`config.mk`:
```
export PLATFORM = sky130hd
export DESIGN_NAME = id_stage_pipelined
export DESIGN_NICKNAME = d
export VERILOG_FILES = /design/src/rtl/id_stage_pipelined.sv
export SDC_FILE = /design/constraint.sdc
export NUM_CORES = 2
export LEC_CHECK = 0
export CAP_MARGIN = 10
export CORE_MARGIN = 2
export CORE_UTILIZATION = 50
export CTS_CLUSTER_DIAMETER = 30
export DETAILED_ROUTE_END_ITERATION = 16
export PLACE_DENSITY = 0.67
export RECOVER_POWER = 100
export SETUP_SLACK_MARGIN = 0.05
export SLEW_MARGIN = 5
export SYNTH_ARGS = -nofsm -noshare
export SYNTH_HDL_FRONTEND = slang
export SYNTH_SLANG_ARGS = --single-unit
```
`constraint.sdc`:
```
create_clock -name clk -period 4.9 [get_ports clk]
set_input_delay 0.735 -clock clk [delete_from_list [all_inputs] [get_ports clk]]
set_output_delay 0.735 -clock clk [all_outputs]
set_load 0.02 [all_outputs]
```
`src/rtl/id_stage_pipelined.sv`:
```
// id_stage_pipelined: decode stage with regfile, imm/control gen, load-use stall and ID/EX register
module id_stage_pipelined #(
    parameter int XLEN   = 64,
    parameter int NREGS  = 32,
    parameter int BYPASS = 1
) (
    input  logic            clk,
    input  logic            reset,
    input  logic            if_valid,
    input  logic [31:0]     if_inst,
    input  logic [XLEN-1:0] if_pc,
    output logic            id_ready,
    input  logic            flush,
    input  logic            wb_en,
    input  logic [4:0]      wb_rd,
    input  logic [XLEN-1:0] wb_data,
    input  logic            ex_ready,
    output logic            ex_valid,
    output logic [XLEN-1:0] ex_pc,
    output logic [XLEN-1:0] ex_rs1_data,
    output logic [XLEN-1:0] ex_rs2_data,
    output logic [XLEN-1:0] ex_imm,
    output logic [4:0]      ex_rs1,
    output logic [4:0]      ex_rs2,
    output logic [4:0]      ex_rd,
    output logic [2:0]      ex_funct3,
    output logic [6:0]      ex_funct7,
    output logic            ex_branch,
    output logic            ex_memread,
    output logic            ex_memtoreg,
    output logic            ex_memwrite,
    output logic            ex_alusrc,
    output logic            ex_regwrite,
    output logic [1:0]      ex_aluop,
    output logic            hazard_stall
);
    localparam int AW = $clog2(NREGS);
    localparam logic [6:0] OP_R     = 7'b0110011;
    localparam logic [6:0] OP_I     = 7'b0010011;
    localparam logic [6:0] OP_LD    = 7'b0000011;
    localparam logic [6:0] OP_ST    = 7'b0100011;
    localparam logic [6:0] OP_BR    = 7'b1100011;
    localparam logic [6:0] OP_JALR  = 7'b1100111;
    localparam logic [6:0] OP_LUI   = 7'b0110111;
    localparam logic [6:0] OP_AUIPC = 7'b0010111;
    localparam logic [6:0] OP_JAL   = 7'b1101111;

    logic [6:0]      opcode;
    logic [4:0]      rd, rs1, rs2;
    logic [XLEN-1:0] rf [NREGS];
    logic [XLEN-1:0] rs1_data, rs2_data, imm;
    logic [31:0]     imm32;
    logic [7:0]      ctrl;
    logic            wr_en, uses_rs2, advance;

    assign opcode = if_inst[6:0];
    assign rd     = if_inst[11:7];
    assign rs1    = if_inst[19:15];
    assign rs2    = if_inst[24:20];

    // Indices beyond the implemented file (RV32E-style) read as zero and are never written
    assign wr_en    = wb_en && wb_rd != 5'd0 && (wb_rd >> AW) == 5'd0;
    assign rs1_data = (rs1 == 5'd0 || (rs1 >> AW) != 5'd0) ? '0 :
                      (BYPASS != 0 && wb_en && wb_rd == rs1) ? wb_data : rf[rs1[AW-1:0]];
    assign rs2_data = (rs2 == 5'd0 || (rs2 >> AW) != 5'd0) ? '0 :
                      (BYPASS != 0 && wb_en && wb_rd == rs2) ? wb_data : rf[rs2[AW-1:0]];

    // Immediate is assembled as 32 bits then sign-extended so XLEN=32 needs no special case
    assign imm32 = (opcode == OP_LD || opcode == OP_I || opcode == OP_JALR) ? {{20{if_inst[31]}}, if_inst[31:20]} :
                   (opcode == OP_ST) ? {{20{if_inst[31]}}, if_inst[31:25], if_inst[11:7]} :
                   (opcode == OP_BR) ? {{19{if_inst[31]}}, if_inst[31], if_inst[7], if_inst[30:25], if_inst[11:8], 1'b0} :
                   (opcode == OP_LUI || opcode == OP_AUIPC) ? {if_inst[31:12], 12'b0} :
                   (opcode == OP_JAL) ? {{11{if_inst[31]}}, if_inst[31], if_inst[19:12], if_inst[20], if_inst[30:21], 1'b0} :
                   32'd0;
    assign imm = XLEN'($signed(imm32));

    // ctrl = {branch, memread, memtoreg, memwrite, alusrc, regwrite, aluop}
    assign ctrl = (opcode == OP_R)  ? 8'b00000110 :
                  (opcode == OP_I)  ? 8'b00001111 :
                  (opcode == OP_LD) ? 8'b01101100 :
                  (opcode == OP_ST) ? 8'b00011000 :
                  (opcode == OP_BR) ? 8'b10000001 : 8'b00000000;

    // Only R, store and branch actually consume rs2; I-type rs2 field is immediate bits
    assign uses_rs2     = opcode == OP_R || opcode == OP_ST || opcode == OP_BR;
    assign hazard_stall = if_valid && ex_valid && ex_memread && ex_rd != 5'd0 &&
                          (ex_rd == rs1 || (ex_rd == rs2 && uses_rs2));
    assign advance      = !ex_valid || ex_ready;
    assign id_ready     = advance && !hazard_stall;

    // Register file write from write-back; x0 stays zero
    always_ff @(posedge clk or negedge reset) begin
        if (!reset) begin
            for (int i = 0; i < NREGS; i++) rf[i] <= '0;
        end else if (wr_en) begin
            rf[wb_rd[AW-1:0]] <= wb_data;
        end
    end

    // ID/EX register: flush, then load-use bubble, then advance, else hold
    always_ff @(posedge clk or negedge reset) begin
        if (!reset) begin
            ex_valid    <= 1'b0;
            ex_pc       <= '0;
            ex_rs1_data <= '0;
            ex_rs2_data <= '0;
            ex_imm      <= '0;
            ex_rs1      <= '0;
            ex_rs2      <= '0;
            ex_rd       <= '0;
            ex_funct3   <= '0;
            ex_funct7   <= '0;
            {ex_branch, ex_memread, ex_memtoreg, ex_memwrite, ex_alusrc, ex_regwrite, ex_aluop} <= '0;
        end else if (flush || (advance && hazard_stall)) begin
            ex_valid <= 1'b0;
            {ex_branch, ex_memread, ex_memtoreg, ex_memwrite, ex_alusrc, ex_regwrite, ex_aluop} <= '0;
        end else if (advance) begin
            ex_valid    <= if_valid;
            ex_pc       <= if_pc;
            ex_rs1_data <= rs1_data;
            ex_rs2_data <= rs2_data;
            ex_imm      <= imm;
            ex_rs1      <= rs1;
            ex_rs2      <= rs2;
            ex_rd       <= rd;
            ex_funct3   <= if_inst[14:12];
            ex_funct7   <= if_inst[31:25];
            {ex_branch, ex_memread, ex_memtoreg, ex_memwrite, ex_alusrc, ex_regwrite, ex_aluop} <= if_valid ? ctrl : 8'd0;
        end
    end
endmodule

```
# --- Yosys cells after proc, flatten, opt, wreduce, memory -nomap -nowiden ---
# Index checks and enable logic that the tools add are counted.
word_totals:
  latch_bits: 0
  mem_bits_ro: 0
  ff_bits: 2306
  ram_bits: 0
  output_inout_bits: 292
  elab_cells: 137
  inputBits: 171
  mem_count: 0
op_classes:
  n_mul: 0
  shifts: 0
  mux: 40
  reduce_logical: 27
  order_cmp: 4
  bitwise_logic: 4
  div_mod_pow: 0
  addsub: 0
  n_eq_ne: 13
op_table:
  columns: ["op", "n"]
  rows:
  - ["2048-bit bitwise mux", 1]
  - ["64-bit binary-select mux with 5-bit select", 2]
  - ["64-bit 2-to-1 mux", 9]
  - ["64-bit demux with 5-bit select", 1]
  - ["32-bit 2-to-1 mux", 5]
  - ["8-bit 2-to-1 mux", 6]
  - ["7-bit by 6-bit equality test with 1-bit output, second input constant", 3]
  - ["7-bit equality test, second input constant", 3]
  - ["5-bit equality test", 4]
  - ["6-bit >= comparator, second input constant", 3]
  - ["5-bit inverter with 6-bit output", 3]
  - ["7-bit by 5-bit equality test with 1-bit output, second input constant", 2]
  - ["1-bit 2-to-1 mux", 14]
  - ["1-bit logical AND", 11]
  - ["5-bit zero test", 2]
  - ["5-bit nonzero test", 2]
  - ["1-bit logical OR", 8]
  - ["7-bit by 2-bit equality test with 1-bit output, second input constant", 1]
  - ["6-bit by 1-bit < comparator with 1-bit output, second input constant", 1]
  - ["2-bit 2-to-1 mux", 2]
  - ["1-bit zero test", 2]
  - ["2-bit AND reduction", 1]
  - ["2-bit nonzero test", 1]
  - ["1-bit inverter", 1]

# --- Longest topological paths before layout ---
logic_depth:
  depth_word: 10
  ltp_mapped: 12
  depth_no_buf: 7

# --- Worst setup path after synthesis ---
# OpenSTA, ideal clock, no wires.
synth_path:
  kind: "input to register"
  from: "in if_inst[20]"
  to: "reg ex_rs2_data[0]"
  path_stages: 8
  arrival_ns: 2.594
  required_ns: 4.755
  path_buffers: 3
  slack_ns: 2.160
  setup_ns: 0.145
  path_cell_list: "buf_4 buf_2 buf_2 mux4_2 o211ai_1 nor2_1 a2111oi_0 o32ai_1"
synth_via:
  elab_chain_cells: 8
  word_cells_on_any_way: 17
  classes_between: "eq/ne (2); mux (5); bitwise (2); reduce/logical (8)"
synth_rtl:
  columns: ["item", "line_no", "text"]
  rows:
  - ["from (decl)", "10", "input logic [31:0] if_inst,"]
  - ["branches (longest 8 deep; another with 64-bit binary-select mux with 5-bit select)", null, null]
  - ["to (signal assigned)", "121", "ex_rs2_data <= rs2_data;"]
  - ["to (decl)", "21", "output logic [XLEN-1:0] ex_rs2_data,"]
# Parallel ways; which one is timed is not known. The select of a mux whose other input is x is not followed.
# A chain may end at the register's enable or synchronous reset.

# --- Worst setup path after layout ---
layout_path:
  from: "in wb_rd[3]"
  to: "reg rf[1320] (netlist name)"
layout_via:
  elab_chain_cells: 6
  word_cells_on_any_way: 9
  classes_between: "order compare (2); mux (3); bitwise (1); reduce/logical (3)"
layout_rtl:
  columns: ["item", "line_no", "text"]
  rows:
  - ["from (decl)", "15", "input logic [4:0] wb_rd,"]
  - ["5-bit inverter with 6-bit output (implied by the code)", "96", "rf[wb_rd[AW-1:0]] <= wb_data;"]
  - ["6-bit >= comparator (implied by the code) or 6-bit by 1-bit < comparator with 1-bit output (tied branches)", "96", null]
  - ["1-bit logical AND (implied by the code)", "96", null]
  - ["64-bit 2-to-1 mux (implied by the code)", "96", null]
  - ["64-bit demux with 5-bit select", "96", null]
  - ["2048-bit bitwise mux", "96", null]
  - ["to (signal, indexed assignment)", "96", null]
  - ["to (decl)", "50", "logic [XLEN-1:0] rf [NREGS];"]
# Several ways; a longest one is shown, not always the timed one.

==> results.yml <==
floorplan:
  start_util_pct: 50.2
  io_pins: 463
  die_y_um: 492
  coreArea_mm2: 0.237
  fp.dieW_um: 492
  rows: 179
  fp.dieArea_mm2: 0.242
synth:
  synth_fp_nets: 8535
  syn_area_mm2: 0.119
  seq_area_frac_synth_pct: 48.5
  netlist_instances: 8364
  yosys_warnings: 0
  synth_seq_cells: 2305
  synth_cell_types: 56
  synth-async-reset-ratio_pct: 100
  synthFlopType: "dfrtp_1"
  synth-edff-count: 0
  avgSynthCellArea_um2: 14.2
detailed_routing:
  drc: 0
  ant_nets: 0
  via_per_inst: 6.79
  num_vias: 83800
  drt-initial-drc-count: 9179
  avgRoutedWirePerCell_um: 34.7
  wirelength_um: 428000
  dr.pass1.iters: 6
finish:
  final_cell_mix: "2305 x dfrtp_1, 1998 x mux2_2, 809 x mux4_2, 552 x clkbuf_16, 479 x mux2i_1"
  nets: 8916
  finalInstanceArea_mm2: 0.145
  final_cells: 12300
  area_growth_pct: 22.0
  layout-drive-gt1-share_pct: 44.3
  layout_commonest_cell: "dfrtp_1"
  fin_util_pct: 61.2
worst_setup_path:
  endpoint_kind: "register"
  cp_data_arrival_time_ns: 5.44
  critPathLaunchType: "input port"
  reg2reg_depth: 9
  crit_type: "input port to register"
  r2r_start: "ex_rd[0]$_DFFE_PN0P_"
  critPathMaxFanout: 30
  reg2reg_slack_ns: 0.63
  worstPathRequired_ns: 5.73
  regToRegEndpoint: "ex_rs1_data[60]$_DFFE_PN0P_"
timing:
  finalClockSkew_ns: 0.0496
  max_slew_margin_pct: -138
  slew_violations: 3495
  max_slew.worst_pin.slew_ns: 3.57
  finalSetupViolations: 0
  fin_crit_ns: 4.61
  fin_crit_sh_pct: 94.1
  hold_viol_final: 0
  fin_ws_ns: 0.288
  rsz0062_at_grt: "no"
  fmax_mhz: 217
  fin_tns_setup_ns: 0
pwr:
  irDropWorstVdd_v: 0.000403
  p_leak_nw: 63.7
  p_per_area_mw_per_mm2: 510
clock_tree:
  ctsResizeCount: 0
  cts.clk_slew.worst_paths_ns: 0.04
  clock-root-buffer: "clkbuf_16"
  clockBufferDepth: 4
  cts_setup_buffers: 0
  cts_tree: "yes"
  h-tree-depth: 6
  clock-sinks: 2305
  cts_buffers: 540
  cts_hold_buf: 1
  clkLatencyLatePin_ns: 0.99
grt:
  met3_usage_pct: 8.96
  grtUsageMet2_pct: 53.9
  antenna_found_initial: 36
  grt-ovfl-total: 0
  grt_pass1_wl_um: 617000
  grt_pass1_vias: 86700
  grtUsageTotal_pct: 35.0
  grt_max_degree: 169
  grt_most_used_layer: "met2"
  use_met1_pct: 46.0
placed_design:
  gp_congestion: 0.878
  detailed_place_hpwl_um: 245000
  placed_area_mm2: 0.127
  portBuffers: 462
  dp_cells: 11400
  dp_slack_ns: 0.555
worst_hold_path:
  hold_class: "input port to asynchronous set/reset pin"
status:
  status: "finished with violations"
  violations: "capacitance limit, slew limit"
job:
  maxCapViolCount: 71
[per-stage QoR]
| stage | hold slack (ns) | power, mW |
|---|---|---|
| after CTS | 0.340 | 74.3 |
| after global placement | 0.377 | 36.3 |
| after global routing | 0.366 | 76.4 |
| after floorplan | 0.439 | 32.6 |
| after detailed placement | 0.383 | 36.9 |
| final | 0.333 | 74.1 |
[critical path, cell delays in order]
cell and delay (ns):
dlygate4sd3_1 0.80, nor3b_1 0.31, clkbuf_1 0.35, nand2_1 1.79, clkbuf_2 0.98, mux2_2 0.46
[metal layers]
metal | up-vias | wire length [µm]
li1 | 32800 | -
met1 | 44600 | 164000
met2 | 5114 | 197000
met3 | 1300 | 42900
met4 | 12 | 25000
met5 | - | 81
[final cells by class]
type	instances	area, µm²
Antenna cell	21	52.6
Clock buffer	705	15300
Clock inverter	252	3590
Fill cell	17400	92000
Inverter	157	589
Multi-Input combinational cell	4951	56400
Sequential cell	2305	57700
Tap cell	3167	3960
Timing Repair Buffer	790	7610
[state kept, by name, indices dropped and copies added, names as in the netlist]
name         flops
ex_aluop         2
ex_imm          32
ex_valid         1
ex_pc           64
ex_memwrite      1
ex_rs1           5
ex_rs2_data     64
ex_rd            5
ex_regwrite      1
ex_alusrc        1
ex_branch        1
ex_memread       1
ex_funct7        7
ex_rs1_data     64
ex_funct3        3
rf            2048
ex_rs2           5
[worst max path at each step]
stage,start,endpoint,slack [ns],cells past startpoint
floorplan,if_inst[20],ex_rs2_data[0]$_DFFE_PN0P_,2.16,8
global placement,if_inst[23],ex_rs2_data[23]$_DFFE_PN0P_,0.57,9
detailed placement,wb_rd[4],rf[945]$_DFFE_PN0P_,0.56,5
CTS,ex_rd[0]$_DFFE_PN0P_,hazard_stall,0.93,6
global route,wb_rd[3],rf[1313]$_DFFE_PN0P_,0.43,6
finish,wb_rd[3],rf[1320]$_DFFE_PN0P_,0.29,6
[where the power goes]
part	leakage [nW]	total [mW]	switching, mW	internal (mW)
registers	29.5	25.4	2.73	22.6
clock network	9.27	37.3	11.4	26.0
logic	24.9	11.4	5.08	6.34
[cell usage after synthesis (all sizes together) (61+ instances only)]
cell type | count | area [µm²]
a2111oi | 78 | 702
a21oi | 129 | 646
a22oi | 227 | 1700
buf | 353 | 2100
clkbuf | 598 | 2240
dfrtp | 2305 | 57700
inv | 156 | 586
mux2 | 2084 | 23500
mux2i | 479 | 4790
mux4 | 809 | 18200
nand2 | 176 | 663
nor2 | 262 | 993
o21ai | 61 | 317
o22ai | 174 | 1090
o32ai | 127 | 1340
[logic make-up after synthesis]
family	count (synthesis)	share of synthesized area, %
buf+inv	1108	4.15
flops	2305	48.5
compound gates	937	5.86
xor+xnor	20	0.147
mux	3372	39.1
simple gates	622	2.30
No activity file was read; power rests on OpenSTA's default activity.
